--- config.mk ---
export PLATFORM = sky130hd
export DESIGN_NAME = ace_snoop_collector
export DESIGN_NICKNAME = d
export VERILOG_FILES = /design/src/rtl/ace_snoop_collector.sv
export SDC_FILE = /design/constraint.sdc
export NUM_CORES = 1
export LEC_CHECK = 0
export CORE_AREA = 2 2 142 144
export CTS_BUF_LIST = sky130_fd_sc_hd__clkbuf_4 sky130_fd_sc_hd__clkbuf_8
export CTS_CLUSTER_DIAMETER = 200
export DETAILED_ROUTE_END_ITERATION = 16
export DIE_AREA = 0 0 144 146
export PLACE_DENSITY = 0.62
export SLEW_MARGIN = 20
export SYNTH_ARGS = -nofsm -noshare
export SYNTH_HDL_FRONTEND = slang
export SYNTH_SLANG_ARGS = --single-unit
--- constraint.sdc ---
create_clock -name clk_i -period 4.1 [get_ports clk_i]
set_input_delay 1.025 -clock clk_i [delete_from_list [all_inputs] [get_ports clk_i]]
set_output_delay 1.025 -clock clk_i [all_outputs]
set_load 0.01 [all_outputs]
--- src/rtl/ace_snoop_collector.sv ---
// ace_snoop_collector
//   Broadcasts one ACE snoop request to a set of cache ports, collects their
//   CR responses and merges them. Line data is forwarded from the
//   lowest-index port that reports DataTransfer; any other port reporting
//   DataTransfer has its CD beats drained and discarded.
//
// Ports
//   clk_i, rst_i               clock, asynchronous active-high reset
//   req_*                      incoming snoop request (addr, arsnoop, port mask)
//   ac_valid_o/ac_ready_i      per-port AC handshake; ac_addr_o/ac_snoop_o shared
//   cr_valid_i/cr_ready_o      per-port CR handshake; cr_resp_i 5 bits per port
//   cd_valid_i/cd_ready_o      per-port CD handshake; cd_data_i, cd_last_i per port
//   rsp_valid_o/rsp_ready_i    merged response (rsp_resp_o)
//   rsp_data_*                 forwarded line data from the selected source port
//   timeout_o                  one-cycle pulse when a transaction is abandoned
//
// Configuration
//   ACE_SNOOP_TIMEOUT_EN : when defined, SNOOP/DATA are bounded by
//   TIMEOUT_CYCLES; on expiry the transaction is forced to RESP with the
//   Error bit set. When undefined, the wait is unbounded and timeout_o is 0.

module ace_snoop_collector #(
  parameter int NUM_PORTS      = 2,
  parameter int ADDR_WIDTH     = 64,
  parameter int DATA_WIDTH     = 64,
  parameter int TIMEOUT_CYCLES = 1024
) (
  input  logic                          clk_i,
  input  logic                          rst_i,
  input  logic                          req_valid_i,
  output logic                          req_ready_o,
  input  logic [ADDR_WIDTH-1:0]         req_addr_i,
  input  logic [3:0]                    req_snoop_i,
  input  logic [NUM_PORTS-1:0]          req_mask_i,
  output logic [NUM_PORTS-1:0]          ac_valid_o,
  input  logic [NUM_PORTS-1:0]          ac_ready_i,
  output logic [ADDR_WIDTH-1:0]         ac_addr_o,
  output logic [3:0]                    ac_snoop_o,
  input  logic [NUM_PORTS-1:0]          cr_valid_i,
  output logic [NUM_PORTS-1:0]          cr_ready_o,
  input  logic [5*NUM_PORTS-1:0]        cr_resp_i,
  input  logic [NUM_PORTS-1:0]          cd_valid_i,
  output logic [NUM_PORTS-1:0]          cd_ready_o,
  input  logic [DATA_WIDTH*NUM_PORTS-1:0] cd_data_i,
  input  logic [NUM_PORTS-1:0]          cd_last_i,
  output logic                          rsp_valid_o,
  input  logic                          rsp_ready_i,
  output logic [4:0]                    rsp_resp_o,
  output logic                          rsp_data_valid_o,
  input  logic                          rsp_data_ready_i,
  output logic [DATA_WIDTH-1:0]         rsp_data_o,
  output logic                          rsp_last_o,
  output logic                          timeout_o
);

  typedef enum logic [1:0] {
    ST_IDLE  = 2'd0,
    ST_SNOOP = 2'd1,
    ST_DATA  = 2'd2,
    ST_RESP  = 2'd3
  } state_e;

  state_e                 state_q, state_d;
  logic [ADDR_WIDTH-1:0]  addr_q, addr_d;
  logic [3:0]             snoop_q, snoop_d;
  logic [NUM_PORTS-1:0]   ac_pend_q, ac_pend_d;   // AC still to be accepted
  logic [NUM_PORTS-1:0]   cr_pend_q, cr_pend_d;   // CR still to be received
  logic [NUM_PORTS-1:0]   dt_q, dt_d;             // ports that reported DataTransfer
  logic [NUM_PORTS-1:0]   cd_pend_q, cd_pend_d;   // DataTransfer ports awaiting last beat
  logic [4:0]             resp_q, resp_d;
  logic [NUM_PORTS-1:0]   src_oh;
  logic [NUM_PORTS-1:0]   ac_hs, cr_hs;
  logic                   timeout_hit;

  // Lowest set bit of dt_q; dt_q is frozen during DATA so the source never
  // moves even after its own last beat has gone.
  assign src_oh = dt_q & (~dt_q + NUM_PORTS'(1));

`ifdef ACE_SNOOP_TIMEOUT_EN
  localparam int CNT_W = $clog2(TIMEOUT_CYCLES + 1);
  logic [CNT_W-1:0] cnt_q, cnt_d;

  assign timeout_hit = ((state_q == ST_SNOOP) || (state_q == ST_DATA)) &&
                       (cnt_q == CNT_W'(TIMEOUT_CYCLES));

  always_comb begin
    cnt_d = cnt_q;
    if (state_q == ST_IDLE) begin
      cnt_d = '0;
    end else if ((state_q == ST_SNOOP || state_q == ST_DATA) && !timeout_hit) begin
      cnt_d = cnt_q + CNT_W'(1);
    end
  end

  always_ff @(posedge clk_i or posedge rst_i) begin
    if (rst_i) cnt_q <= '0;
    else       cnt_q <= cnt_d;
  end
`else
  logic unused_timeout_cfg;
  assign unused_timeout_cfg = |TIMEOUT_CYCLES;
  assign timeout_hit        = 1'b0;
`endif

  assign timeout_o  = timeout_hit;
  assign ac_addr_o  = addr_q;
  assign ac_snoop_o = snoop_q;
  assign rsp_resp_o = resp_q;

  always_comb begin
    state_d          = state_q;
    addr_d           = addr_q;
    snoop_d          = snoop_q;
    ac_pend_d        = ac_pend_q;
    cr_pend_d        = cr_pend_q;
    dt_d             = dt_q;
    cd_pend_d        = cd_pend_q;
    resp_d           = resp_q;
    req_ready_o      = 1'b0;
    ac_valid_o       = '0;
    cr_ready_o       = '0;
    cd_ready_o       = '0;
    rsp_valid_o      = 1'b0;
    rsp_data_valid_o = 1'b0;
    rsp_data_o       = '0;
    rsp_last_o       = 1'b0;
    ac_hs            = '0;
    cr_hs            = '0;

    case (state_q)
      ST_IDLE: begin
        req_ready_o = 1'b1;
        if (req_valid_i) begin
          addr_d    = req_addr_i;
          snoop_d   = req_snoop_i;
          ac_pend_d = req_mask_i;
          cr_pend_d = req_mask_i;
          dt_d      = '0;
          cd_pend_d = '0;
          resp_d    = '0;
          state_d   = (req_mask_i != '0) ? ST_SNOOP : ST_RESP;
        end
      end

      ST_SNOOP: begin
        if (timeout_hit) begin
          ac_pend_d = '0;
          cr_pend_d = '0;
          cd_pend_d = '0;
          resp_d    = resp_q | 5'b00010;
          state_d   = ST_RESP;
        end else begin
          ac_valid_o = ac_pend_q;
          ac_hs      = ac_pend_q & ac_ready_i;
          // CR may be taken once AC is done, including in the AC handshake cycle.
          cr_ready_o = cr_pend_q & ~(ac_pend_q & ~ac_ready_i);
          cr_hs      = cr_ready_o & cr_valid_i;
          for (int i = 0; i < NUM_PORTS; i++) begin
            if (cr_hs[i]) begin
              resp_d = resp_d | cr_resp_i[5*i +: 5];
              if (cr_resp_i[5*i]) dt_d[i] = 1'b1;
            end
          end
          ac_pend_d = ac_pend_q & ~ac_hs;
          cr_pend_d = cr_pend_q & ~cr_hs;
          cd_pend_d = dt_d;
          if (ac_pend_d == '0 && cr_pend_d == '0) begin
            state_d = (dt_d != '0) ? ST_DATA : ST_RESP;
          end
        end
      end

      ST_DATA: begin
        if (timeout_hit) begin
          cd_pend_d = '0;
          resp_d    = resp_q | 5'b00010;
          state_d   = ST_RESP;
        end else begin
          for (int i = 0; i < NUM_PORTS; i++) begin
            if (cd_pend_q[i]) begin
              if (src_oh[i]) begin
                cd_ready_o[i]    = rsp_data_ready_i;
                rsp_data_valid_o = cd_valid_i[i];
                rsp_data_o       = cd_data_i[DATA_WIDTH*i +: DATA_WIDTH];
                rsp_last_o       = cd_last_i[i];
              end else begin
                cd_ready_o[i] = 1'b1;  // drain and discard
              end
              if (cd_ready_o[i] && cd_valid_i[i] && cd_last_i[i]) cd_pend_d[i] = 1'b0;
            end
          end
          if (cd_pend_d == '0) state_d = ST_RESP;
        end
      end

      ST_RESP: begin
        rsp_valid_o = 1'b1;
        if (rsp_ready_i) state_d = ST_IDLE;
      end

      default: state_d = ST_IDLE;
    endcase
  end

  always_ff @(posedge clk_i or posedge rst_i) begin
    if (rst_i) begin
      state_q   <= ST_IDLE;
      addr_q    <= '0;
      snoop_q   <= '0;
      ac_pend_q <= '0;
      cr_pend_q <= '0;
      dt_q      <= '0;
      cd_pend_q <= '0;
      resp_q    <= '0;
    end else begin
      state_q   <= state_d;
      addr_q    <= addr_d;
      snoop_q   <= snoop_d;
      ac_pend_q <= ac_pend_d;
      cr_pend_q <= cr_pend_d;
      dt_q      <= dt_d;
      cd_pend_q <= cd_pend_d;
      resp_q    <= resp_d;
    end
  end

endmodule

==> flow_summary.ini <==
[outcome]
outcome = complete, no violations

[sta]
rsz0062_at_grt = false
fmax_mhz = 287
tns_ns = 0
skew_ns = 0.0109
worstMarginPinSlew_ns = 0.580
hold_violations = 0
min_period_over_period = 0.849
setup_viol_count_final = 0
period_minus_slack_ns = 3.48
max-slew-margin-rel = 0.611
maxSlewViolCount = 0
setup_ws_ns = 0.621

[pwr]
swShare = 0.335
seq_power_share = 0.331
pwr-share-clk = 0.146
combPwrFrac = 0.523
power_density_nw_per_um2 = 491
p_leak_nw = 3.19
p_int_mw = 2.85
ir_drop_mv = 0.303
power_switching_mw = 1.44

[global_routing]
grt_overflow = 0
grtUsageTotal = 0.176
grt_pass1_vias = 4851
grt_pass1_wl_mm = 28.5
grtUsageMet3 = 0.0842
met2_usage = 0.318
grtUsageMet1 = 0.183
busiest_layer = met2
grt_start_max_net_pins = 67
antenna_found_initial = 1

[critical_path]
slowest_delay_ns = 0.48
crit_fanout = 3
end_kind = output pin
cp_num_buf_inv = 2
cp.arrival_ns = 2.45
worstPathCellList = clkdlybuf4s50_1 -> or3b_1 -> nor2b_1 -> clkdlybuf4s50_1
required_ns = 3.07
critPathLaunchType = input pin
critPathKind = in -> out
worst_path_max_delay_cell = clkdlybuf4s50_1
path_delay_family = buffers and inverters
cpMostUsedCell = clkdlybuf4s50_1

[drt]
dr.pass1.iters = 6
antenna_left = 0
drc = 0
wl_per_cell_um = 18.7
drt_iter0_drc = 184
via_count = 4690
routed_wl_mm = 19.5
via_per_inst = 4.50

[clock_network]
clkLatencyLatePin_ns = 0.36
cts_buffers = 9
cts_tree = built
path_clk_slew_ns = 0.09
cts_resized = 0
cts_max_level = 3
cts.sink_count = 83
clockBufferDepth = 2
post_cts_buffers = 0
clock-root-buffer = clkbuf_8
hold_buffers = 0

[logic_synthesis]
ys_seq_elements = 83
yosys_warnings = 0
synthTopCellsByArea = dfrtp_1 46%, mux2_2 17%, a22oi_1 11%
yosysSeqAreaShare = 0.455
netlist_instances = 418
synth_ff_type = dfrtp_1
synth.most_common_cell = dfrtp_1
syn_area_um2 = 4560
synth_top_cell_area_share = 0.455
synth_edf_count = 0
postSynthAreaPerCell_um2 = 10.9
netlist_top_cells_count = 83 x dfrtp_1, 69 x nor2b_1, 68 x mux2_2, 67 x a22oi_1, 19 x buf_2
synth-async-reset-ratio = 1.00
synth_top_cell_by_area = dfrtp_1
synth_cell_types = 36
syn_nets = 644

[floorplanning]
core_um2 = 19300
ioPinCount = 369
dieHeight_um = 146
initial_core_util = 0.236
die_w_um = 144
core.rowCount = 51
die_area_um2 = 21000

[layout]
area_delta_synth_final_pct = 91.4
post-route-util = 0.452
design_area_um2 = 8730
drive_above_1_share = 0.139
n_antenna_cell = 0
nNetsFinal = 999

[placement]
post-place-ws_ns = 0.612
dpl_cell_area_um2 = 8530
dp_hpwl_mm = 15.4
place.gp.congestion = 0.773
port_buffers = 367

[flow_run]
cap_violations = 0

[min_path]
hold_path_class = reg -> reg
## layout make-up
cell class                 instances  area, um2
clock buffer                      10        131
timing repair buffer             378       3780
inverter                           8       31.3
multi-input combinational        293       2300
fill                            1868      10600
sequential                        83       2080
tap                              265        332
clock inverter                     6       73.8
## worst register-to-register path, cell delays in order, from the launching register on
cell	delay, ns
dfrtp_1	0.46
inv_1	0.11
ha_1	0.33
nand2b_1	0.46
o21ai_4	0.12
a2111oi_4	0.43
a21oi_2	0.09
a41oi_1	0.16
## power by group through the flow
| stage | Clock [mW] | Combinational [mW] | Sequential [mW] |
|---|---|---|---|
| floorplan | 0 | 0.872 | 1.58 |
| global placement | 0 | 2.28 | 1.41 |
| detailed placement | 0 | 2.28 | 1.43 |
| CTS | 0.646 | 2.29 | 1.42 |
| global route | 0.671 | 2.43 | 1.47 |
| finish | 0.626 | 2.24 | 1.42 |
## placed cells by master (no fill, tap or decap), types with 2 or more instances in the layout
cell type,count
clkdlybuf4s50_1,367
dfrtp_1,83
nor2b_1,69
mux2_2,68
a22oi_1,67
a21oi_1,14
o21ai_0,11
nand2_1,10
nor2_1,9
clkbuf_8,9
buf_4,9
inv_1,6
a31oi_1,5
a22o_1,5
and3_1,4
o31ai_1,4
ha_1,4
nand2b_2,2
nand2b_1,2
nand3_1,2
clkinvlp_4,2
buf_12,2
## state kept, by name, summed over array words and instances, names as in the netlist
register and count:
dt_q 2, ac_pend_q 2, state_q 2, rsp_resp_o 5, ac_snoop_o 4, ac_addr_o 64, cd_pend_q 2, cr_pend_q 2
## per-layer routing
layer | wire length, um | vias to the layer above
met5 | 0 | -
met2 | 9580 | 246
met3 | 2600 | 17
met4 | 310 | 0
li1 | - | 2212
met1 | 7010 | 2215
## worst paths after layout
| kind | startpoint | slack [ns] | depth (start not counted) | to |
|---|---|---|---|---|
| max | rsp_data_ready_i | 0.62 | 4 | cd_ready_o[1] |
| min | ac_addr_o[50] | 0.51 | 1 | ac_addr_o[50] |
| max reg2reg | state_q[0] | 1.87 | 7 | state_q[0] |
| min reg2reg | ac_addr_o[50] | 0.51 | 1 | ac_addr_o[50] |
| max in group asynchronous | rst_i | 2.23 | 3 | dt_q[0] |
| min in group asynchronous | rst_i | 0.98 | 2 | ac_addr_o[62] |
## stage by stage
stage | power, mW | cells | hold slack [ns]
detailed placement | 3.71 | 1027 | 0.491
global route | 4.57 | 1043 | 0.520
global placement | 3.69 | 1027 | 0.486
finish | 4.29 | 1043 | 0.512
CTS | 4.36 | 1043 | 0.513
floorplan | 2.45 | 418 | 0.469
## cells by family (layout without fill, tap and decap cells)
| family | count (synthesis) | count (layout) | synth area share |
|---|---|---|---|
| buf+inv | 42 | 402 | 0.0422 |
| mux | 68 | 68 | 0.168 |
| flops | 83 | 83 | 0.455 |
| simple gates | 105 | 105 | 0.135 |
| fa+ha+maj | 5 | 5 | 0.0137 |
| other cells | 1 | 1 | 0.000822 |
| compound gates | 114 | 114 | 0.185 |
Note: power is estimated with default switching activity, not from simulation.
